===== src/rtl/muldiv_seq_if.sv =====
// Request/write-back bundle between the datapath and the muldiv_seq unit.
// Optional MULDIV_SIGNED_EN adds the sgn request bit.
interface muldiv_seq_if #(
  parameter int WIDTH = 8,
  parameter int AW    = 4
);
  // Handshake: start is a request that is taken only when busy=0 (IDLE) and
  // has no ready/ack of its own. The operands a/b/op/rd (and sgn) are captured
  // on that edge. busy stays high until the last write-back cycle has been
  // issued. stall = busy | (start & idle), so fetch is held from the request
  // cycle onward. wb_we/wb_addr/wb_data form a one-cycle write per result, and
  // done marks the final one.
  logic             start;
  logic [1:0]       op;
  logic [WIDTH-1:0] a;
  logic [WIDTH-1:0] b;
  logic [AW-1:0]    rd;
`ifdef MULDIV_SIGNED_EN
  logic             sgn;
`endif
  logic             busy;
  logic             stall;
  logic             wb_we;
  logic [AW-1:0]    wb_addr;
  logic [WIDTH-1:0] wb_data;
  logic             done;
  logic             div_zero;

`ifdef MULDIV_SIGNED_EN
  modport master (output start, op, a, b, rd, sgn,
                  input  busy, stall, wb_we, wb_addr, wb_data, done, div_zero);
  modport slave  (input  start, op, a, b, rd, sgn,
                  output busy, stall, wb_we, wb_addr, wb_data, done, div_zero);
`else
  modport master (output start, op, a, b, rd,
                  input  busy, stall, wb_we, wb_addr, wb_data, done, div_zero);
  modport slave  (input  start, op, a, b, rd,
                  output busy, stall, wb_we, wb_addr, wb_data, done, div_zero);
`endif
endinterface


===== src/rtl/muldiv_seq.sv =====
// Bit-serial 8-bit multiply/divide unit that writes its results back into the register file.
// Optional MULDIV_SIGNED_EN adds two's-complement operands and a FIX state that applies the result signs.
module muldiv_seq #(
  parameter int WIDTH = 8,
  parameter int AW    = 4,
  parameter int CW    = 4
) (
  input  logic         clk,
  input  logic         reset,
  muldiv_seq_if.slave  bus,
  output logic [2:0]   state_dbg
);

  typedef enum logic [2:0] {
    S_IDLE  = 3'd0,
    S_CALC  = 3'd1,
`ifdef MULDIV_SIGNED_EN
    S_FIX   = 3'd2,
`endif
    S_WB_LO = 3'd3,
    S_WB_HI = 3'd4
  } state_t;

  localparam logic [1:0] OP_MULW = 2'b01;
  localparam logic [1:0] OP_MOD  = 2'b11;

  state_t             state, state_nx;
  logic [1:0]         op_q;
  logic [AW-1:0]      rd_q;
  logic [WIDTH-1:0]   opa, opb;
  logic [2*WIDTH-1:0] acc;
  logic [WIDTH:0]     rem;
  logic [CW-1:0]      cnt;
  logic               div_zero_q;
  logic [AW-1:0]      wb_addr_q, wb_addr_c;
  logic [WIDTH-1:0]   wb_data_q, wb_data_c;
  logic               in_wb, calc_last, use_fix;
  logic [WIDTH-1:0]   a_in, b_in;

`ifdef MULDIV_SIGNED_EN
  logic sgn_q, neg_a, neg_b;
  assign a_in    = (bus.sgn && bus.a[WIDTH-1]) ? -bus.a : bus.a;
  assign b_in    = (bus.sgn && bus.b[WIDTH-1]) ? -bus.b : bus.b;
  assign use_fix = sgn_q;
`else
  assign a_in    = bus.a;
  assign b_in    = bus.b;
  assign use_fix = 1'b0;
`endif

  // Multiply: acc = {partial product, remaining multiplier bits}, shifted right each cycle.
  // Divide: acc[WIDTH-1:0] shifts dividend bits out of the MSB and quotient bits in at the LSB.
  logic [WIDTH:0]   mul_sum;
  logic [WIDTH:0]   div_shift;
  logic [WIDTH+1:0] div_diff;
  logic             div_ok;

  assign mul_sum   = {1'b0, acc[2*WIDTH-1:WIDTH]} + (acc[0] ? {1'b0, opa} : '0);
  assign div_shift = {rem[WIDTH-1:0], acc[WIDTH-1]};
  assign div_diff  = {1'b0, div_shift} - {2'b00, opb};
  assign div_ok    = ~div_diff[WIDTH+1];
  assign calc_last = (cnt == CW'(WIDTH - 1));

  // State register
  always_ff @(posedge clk or posedge reset) begin
    if (reset) state <= S_IDLE;
    else       state <= state_nx;
  end

  // Next-state logic
  always_comb begin
    state_nx = state;
    case (state)
      S_IDLE:  if (bus.start) state_nx = S_CALC;
      S_CALC: begin
        if (calc_last) begin
`ifdef MULDIV_SIGNED_EN
          state_nx = use_fix ? S_FIX : S_WB_LO;
`else
          state_nx = S_WB_LO;
`endif
        end
      end
`ifdef MULDIV_SIGNED_EN
      S_FIX:   state_nx = S_WB_LO;
`endif
      S_WB_LO: state_nx = (op_q == OP_MULW) ? S_WB_HI : S_IDLE;
      S_WB_HI: state_nx = S_IDLE;
      default: state_nx = S_IDLE;
    endcase
  end

  // Output logic
  always_comb begin
    in_wb     = (state == S_WB_LO) || (state == S_WB_HI);
    wb_addr_c = wb_addr_q;
    wb_data_c = wb_data_q;
    if (state == S_WB_LO) begin
      wb_addr_c = rd_q;
      wb_data_c = (op_q == OP_MOD) ? rem[WIDTH-1:0] : acc[WIDTH-1:0];
    end else if (state == S_WB_HI) begin
      wb_addr_c = rd_q + 1'b1;
      wb_data_c = acc[2*WIDTH-1:WIDTH];
    end
    bus.busy     = (state != S_IDLE);
    bus.stall    = (state != S_IDLE) || (bus.start && (state == S_IDLE));
    bus.wb_addr  = wb_addr_c;
    bus.wb_data  = wb_data_c;
    // Register 0 is hard-wired, so a write aimed at it is dropped but still completes the op.
    bus.wb_we    = in_wb && (wb_addr_c != '0);
    bus.done     = ((state == S_WB_LO) && (op_q != OP_MULW)) || (state == S_WB_HI);
    bus.div_zero = div_zero_q;
    state_dbg    = state;
  end

  // Datapath registers
  always_ff @(posedge clk or posedge reset) begin
    if (reset) begin
      op_q       <= '0;
      rd_q       <= '0;
      opa        <= '0;
      opb        <= '0;
      acc        <= '0;
      rem        <= '0;
      cnt        <= '0;
      div_zero_q <= 1'b0;
      wb_addr_q  <= '0;
      wb_data_q  <= '0;
`ifdef MULDIV_SIGNED_EN
      sgn_q      <= 1'b0;
      neg_a      <= 1'b0;
      neg_b      <= 1'b0;
`endif
    end else begin
      case (state)
        S_IDLE: begin
          if (bus.start) begin
            op_q       <= bus.op;
            rd_q       <= bus.rd;
            opa        <= a_in;
            opb        <= b_in;
            acc        <= {{WIDTH{1'b0}}, (bus.op[1] ? a_in : b_in)};
            rem        <= '0;
            cnt        <= '0;
            div_zero_q <= 1'b0;
`ifdef MULDIV_SIGNED_EN
            sgn_q      <= bus.sgn;
            neg_a      <= bus.sgn && bus.a[WIDTH-1];
            neg_b      <= bus.sgn && bus.b[WIDTH-1];
`endif
          end
        end
        S_CALC: begin
          cnt <= cnt + 1'b1;
          if (!op_q[1]) begin
            acc <= {mul_sum, acc[WIDTH-1:1]};
          end else begin
            rem              <= div_ok ? div_diff[WIDTH:0] : div_shift;
            acc[WIDTH-1:0]   <= {acc[WIDTH-2:0], div_ok};
          end
          if (calc_last && op_q[1] && (opb == '0)) div_zero_q <= 1'b1;
        end
`ifdef MULDIV_SIGNED_EN
        S_FIX: begin
          if (!op_q[1]) begin
            if (neg_a ^ neg_b) acc <= -acc;
          end else begin
            // A zero divisor keeps the all-ones quotient regardless of the dividend sign.
            if ((neg_a ^ neg_b) && (opb != '0)) acc[WIDTH-1:0] <= -acc[WIDTH-1:0];
            if (neg_a) rem[WIDTH-1:0] <= -rem[WIDTH-1:0];
          end
        end
`endif
        S_WB_LO, S_WB_HI: begin
          wb_addr_q <= wb_addr_c;
          wb_data_q <= wb_data_c;
        end
        default: ;
      endcase
    end
  end

endmodule


===== src/flat_wrapper.sv =====
// flat-port wrapper written by rule: the top's interface ports become plain ports
module muldiv_seq_flat 
#(
  parameter int WIDTH = 8,
  parameter int AW    = 4,
  parameter int CW    = 4
)
  (clk, reset, state_dbg, bus_start, bus_op, bus_a, bus_b, bus_rd, bus_busy, bus_stall, bus_wb_we, bus_wb_addr, bus_wb_data, bus_done, bus_div_zero);
  muldiv_seq_if #(.WIDTH(WIDTH), .AW(AW)) bus_i ();
  input  logic clk;
  input  logic reset;
  output logic [2:0] state_dbg;
  input wire logic [$bits(bus_i.start)-1:0] bus_start;
  input wire logic [$bits(bus_i.op)-1:0] bus_op;
  input wire logic [$bits(bus_i.a)-1:0] bus_a;
  input wire logic [$bits(bus_i.b)-1:0] bus_b;
  input wire logic [$bits(bus_i.rd)-1:0] bus_rd;
  output wire logic [$bits(bus_i.busy)-1:0] bus_busy;
  output wire logic [$bits(bus_i.stall)-1:0] bus_stall;
  output wire logic [$bits(bus_i.wb_we)-1:0] bus_wb_we;
  output wire logic [$bits(bus_i.wb_addr)-1:0] bus_wb_addr;
  output wire logic [$bits(bus_i.wb_data)-1:0] bus_wb_data;
  output wire logic [$bits(bus_i.done)-1:0] bus_done;
  output wire logic [$bits(bus_i.div_zero)-1:0] bus_div_zero;
  assign bus_i.start = bus_start;
  assign bus_i.op = bus_op;
  assign bus_i.a = bus_a;
  assign bus_i.b = bus_b;
  assign bus_i.rd = bus_rd;
  assign bus_busy = bus_i.busy;
  assign bus_stall = bus_i.stall;
  assign bus_wb_we = bus_i.wb_we;
  assign bus_wb_addr = bus_i.wb_addr;
  assign bus_wb_data = bus_i.wb_data;
  assign bus_done = bus_i.done;
  assign bus_div_zero = bus_i.div_zero;
  muldiv_seq #(.WIDTH(WIDTH), .AW(AW), .CW(CW)) u_core (.clk(clk), .reset(reset), .bus(bus_i), .state_dbg(state_dbg));
endmodule

===== config.mk =====
export PLATFORM = sky130hd
export DESIGN_NAME = muldiv_seq_flat
export DESIGN_NICKNAME = d
export VERILOG_FILES = /design/src/rtl/muldiv_seq_if.sv /design/src/rtl/muldiv_seq.sv /design/src/flat_wrapper.sv
export SDC_FILE = /design/constraint.sdc
export NUM_CORES = 1
export LEC_CHECK = 0
export ABC_AREA = 1
export BUFFER_PORTS_ARGS = -buffer_cell sky130_fd_sc_hd__buf_2
export CORE_ASPECT_RATIO = 0.7
export CORE_MARGIN = 2
export CORE_UTILIZATION = 55
export CTS_CLUSTER_SIZE = 40
export DETAILED_ROUTE_END_ITERATION = 7
export PLACE_DENSITY = 0.82
export SYNTH_ARGS = -nofsm -noshare
export SYNTH_HDL_FRONTEND = slang
export SYNTH_SLANG_ARGS = --single-unit

===== constraint.sdc =====
create_clock -name clk -period 6.1 [get_ports clk]
set_clock_uncertainty 0.1 [all_clocks]
set_input_delay 1.22 -clock clk [delete_from_list [all_inputs] [get_ports clk]]
set_output_delay 1.22 -clock clk [all_outputs]
set_load 0.01 [all_outputs]

==> results.txt <==
The cell count after synthesis came out at 549. The synthesized net count is 594. Of the total synthesized cell area, the portion taken by XOR and XNOR cells is 0.01503. The finished cells cover 4539 um^2.

Counting both buffers and inverters, the worst setup path holds a total of 2. The clock-pin slew of the registers on the worst-case setup and hold paths is 70 ps. The floorplan step defined a die boundary enclosing 8134 um^2. The start of the worst register-to-register path is u_core.state_dbg[1]. The final-report hold violation count came out at 0. The setup total negative slack came out at 0 ps. The share of synthesized flip-flops with an asynchronous set or reset came out at 1.000. Summed over all nets, wire length on met2 after detailed routing comes to 4.159 mm.

The area share of the largest cell type after synthesis is 0.4048. For this run, the leading register cell type out of synthesis is sky130_fd_sc_hd__dfrtp_1. The share of power burned in the clock network is 0.138. On the critical path the largest part of the delay comes from simple AND/OR/NAND/NOR gates. The internal cell power came out at 0.001421 W. The initial core utilization is 0.5624. The flow ran to the end, and the final reports show no timing, DRC or antenna violations. By area, the combinational part of the netlist is dominated by simple AND/OR/NAND/NOR gates. CTS saw 66 sinks. The detailed-placement wirelength estimate came out at 7.437 mm.

The count of final setup violators came out at 0. The portion of the post-synthesis area used by sequential elements came out at 0.4048. The worst pin sits at a relative slew slack of 0.4352. Tracing the worst setup path back leads to its startpoint at u_core.state_dbg[0].

The placement-stage worst setup slack came out at 3103 ps. The share of cells above drive strength 1 came out at 0.1532. The critical path goes through nand3_2 -> nand2_1 -> inv_2 -> a21oi_1 -> nand2_1 -> nor2_1 -> nor2_1 -> buf_2.

The detailed-route wire length came out at 9.903 mm. The placed instances occupy a cell area of 4335 um^2. The die is 76.06 um tall. The maximum number of pins on one net before global-route repair came out at 67.

Data on the critical path is required at its endpoint by 4780 ps. Across the VDD grid, the largest voltage drop is 256.8 uV. Summing every instance area after synthesis gives 4080 um^2.

The level count of the clock H-tree is 3. Routed signal wires occupy layers up through met4. The sort of element at the start of the critical path is a register. Derived from the worst setup path, the maximum achievable clock frequency is 296.8 MHz. The number of gates resized after cts is 0.

The wire length on met3 is 908 um. STA classifies the critical path endpoint as a primary output. The compound-cell area share of the yosys netlist is 0.1257. The die is 106.9 um wide. Setup repair after global routing left no endpoint under its margin. Clock latency on the worst-skew pair, taken at its later pin, is 330 ps.

The global placer's final weighted congestion is 0.8979. The detailed-route wire length per cell came out at 14.31 um. The leakage power of the design came out at 2.582 nW. The clock passes through at most 2 buffers. sky130_fd_sc_hd__dfrtp_1 takes more of the synthesized area than any other cell. The number of nets with antenna violations after routing came out at 0. The portion of synthesized area spent on multiplexers is 0.

The number of antenna violations at the first check in global routing is 0. The final clock period utilization by the worst path came out at 0.5524. The post-synthesis adder-cell area fraction came out at 0.06501. The worst reg-to-reg path cell count came out at 7.

Sorting the synthesized cells by how often they occur yields sky130_fd_sc_hd__nand2_1, sky130_fd_sc_hd__inv_1, sky130_fd_sc_hd__dfrtp_1, sky130_fd_sc_hd__o21ai_0, sky130_fd_sc_hd__nand3_1. The detailed-router iteration count before antenna repair is 5. Among all cell types in the netlist, the one instantiated most often is sky130_fd_sc_hd__nand2_1.

Counting buffers and inverters, the worst setup path is 8 cells deep. The total routing resource utilization after global routing came out at 0.2659. The number of warnings issued by yosys is 0. The data arrival time of the worst path came out at 2050 ps. The row count is 26. Of all nets on the critical path, the largest fanout is 14. The simple-gate portion of the synthesized area came out at 0.2840. After filler insertion, the fill cell instance count of the layout stands at 651.

In the final routing, the length of wire on met1 measures 4.758 mm. The max-cap violation count is 0. The post-synthesis sequential element count is 66.

Global routing finished with a remaining overflow of 0. The share of total power dissipated in combinational logic is 0.565. In the routed design, unresolved DRC markers number 0. The number of buffers inserted by hold repair at cts is 0. The cell chosen for the clock root is sky130_fd_sc_hd__clkbuf_8. The number of global-route vias before repair came out at 3568. In this run, synthesis inferred 0 flip-flops with an integrated enable. The transition time at the pin with the least slew margin came out at 847.2 ps. In this run the register-to-register setup slack is 3780 ps. The number of pins exceeding their max-slew limit in the final report came out at 0.

The switching power of the nets came out at 0.001314 W. The number of DRC violations after detailed-routing iteration 0 came out at 397. The total number of nets in the final design came out at 635. The proportion of power drawn by flip-flops and latches came out at 0.297.

The critical path is of the reg2out type. The detailed-route vias per instance is 5.363. The switching share of power is 0.4804. The final worst setup slack came out at 2730 ps.

The antenna diode count is 0. Relative to the synthesized area, the layout overhead comes to 11.25%. Port buffering added 44 buffers. The clock period minus final worst setup slack came out at 3370 ps. In this run, distinct cell masters in the synthesized netlist total 38.

The mean area per synthesized cell is 7.432 um^2. The global-route wire length before repair came out at 17.12 mm. The worst min-delay path class is reg2reg. The worst register-to-register path ends at u_core.acc[1].

The core region is 7254 um^2. The worst-path cell with the longest stage delay is sky130_fd_sc_hd__dfrtp_1. The top-level port count came out at 45. Yosys attributes the largest share of cell area to sky130_fd_sc_hd__dfrtp_1, sky130_fd_sc_hd__nand2_1, sky130_fd_sc_hd__inv_1.

TritonCTS built the clock tree. The largest incremental delay on the critical path came out at 500 ps. The power density over the cells is 602.7 nW/um^2. The post-CTS repair timing setup buffer count came out at 0. The number of buffers created by CTS came out at 9. The total via count in the routed design is 3711. Following the worst setup path forward leads to its endpoint at bus_wb_we.
==> layer usage <==
metal | GRT usage | up-vias
li1 | - | 1838
met1 | 0.4080 | 1695
met2 | 0.3911 | 168
met3 | 0.04962 | 10
met4 | 0.06104 | 0
met5 | 0 | -
==> power by group through the flow <==
stage	combinational (W)	sequential, W	clock (W)
finish	0.00154	0.000813	0.000378
global route	0.00177	0.000838	0.000402
detailed placement	0.00151	0.000815	0
global placement	0.00146	0.000806	0
floorplan	0.00121	0.000761	0
CTS	0.00153	0.000810	0.000385
==> state kept, by name, indices dropped and copies added (netlist names) <==
register and count:
u_core.wb_data_q 8, u_core.rd_q 4, u_core.bus.div_zero 1, u_core.op_q 2, u_core.rem 8, u_core.wb_addr_q 4
u_core.state_dbg 3, u_core.cnt 4, u_core.acc 16, u_core.opb 8, u_core.opa 8
==> per-stage QoR <==
stage	hold slack, ps	instances	power (W)	util
after floorplan	348.7	549	0.001966	-
after global placement	368.1	677	0.002267	0.5976
after detailed placement	372.1	677	0.002326	0.5976
after CTS	389.9	692	0.002725	0.6257
after global routing	424.8	692	0.003007	0.6257
final	387.8	692	0.002736	0.6257
==> tightest hold or removal path: cells and delay by family, from the launching register on <==
family	cells	cell delay [ps]
flip-flops	1	350
AND/OR/NAND/NOR	2	110
==> worst min path at each step <==
stage | to | startpoint | slack, ps | depth (start not counted)
2_1_floorplan | u_core.opa[0] | u_core.opa[0] | 350 | 2
3_3_place_gp | u_core.opa[0] | u_core.opa[0] | 370 | 2
3_5_place_dp | u_core.opa[1] | u_core.opa[1] | 370 | 2
4_1_cts | u_core.opa[1] | u_core.opa[1] | 390 | 2
5_1_grt | u_core.wb_data_q[0] | u_core.wb_data_q[0] | 420 | 2
6_report | u_core.opa[0] | u_core.opa[0] | 390 | 2
==> logic make-up (layout without fill, tap and decap cells) <==
group	Yosys count	count (layout)
buffers and inverters	103	148
AOI/OAI and AO/OA	88	88
and+or+nand+nor	265	265
xor gates and xnor gates	7	7
adders and majority gates	20	20
DFF	66	66
==> cells in the final DEF (no fill, tap or decap), types with 7 or more instances in the layout <==
master	n
sky130_fd_sc_hd__nand3_1	36
sky130_fd_sc_hd__clkbuf_8	12
sky130_fd_sc_hd__a21oi_1	26
sky130_fd_sc_hd__o21ai_0	41
sky130_fd_sc_hd__dfrtp_1	66
sky130_fd_sc_hd__nand2_1	175
sky130_fd_sc_hd__nor2_1	21
sky130_fd_sc_hd__ha_1	18
sky130_fd_sc_hd__buf_2	44
sky130_fd_sc_hd__nand4_1	12
sky130_fd_sc_hd__inv_2	9
sky130_fd_sc_hd__inv_1	77
sky130_fd_sc_hd__a22oi_1	7
==> final cells by class <==
type	count	area (um^2)	share of cell area
inverter	88	335.3	0.07387
clock inverter	2	35.03	0.007718
timing repair buffer	45	227.7	0.05017
sequential	66	1652	0.3638
multi-input combinational	380	1998	0.4402
clock buffer	13	168.9	0.03721
tap	98	122.6	0.02701
No activity file was read; power rests on OpenSTA's default activity.
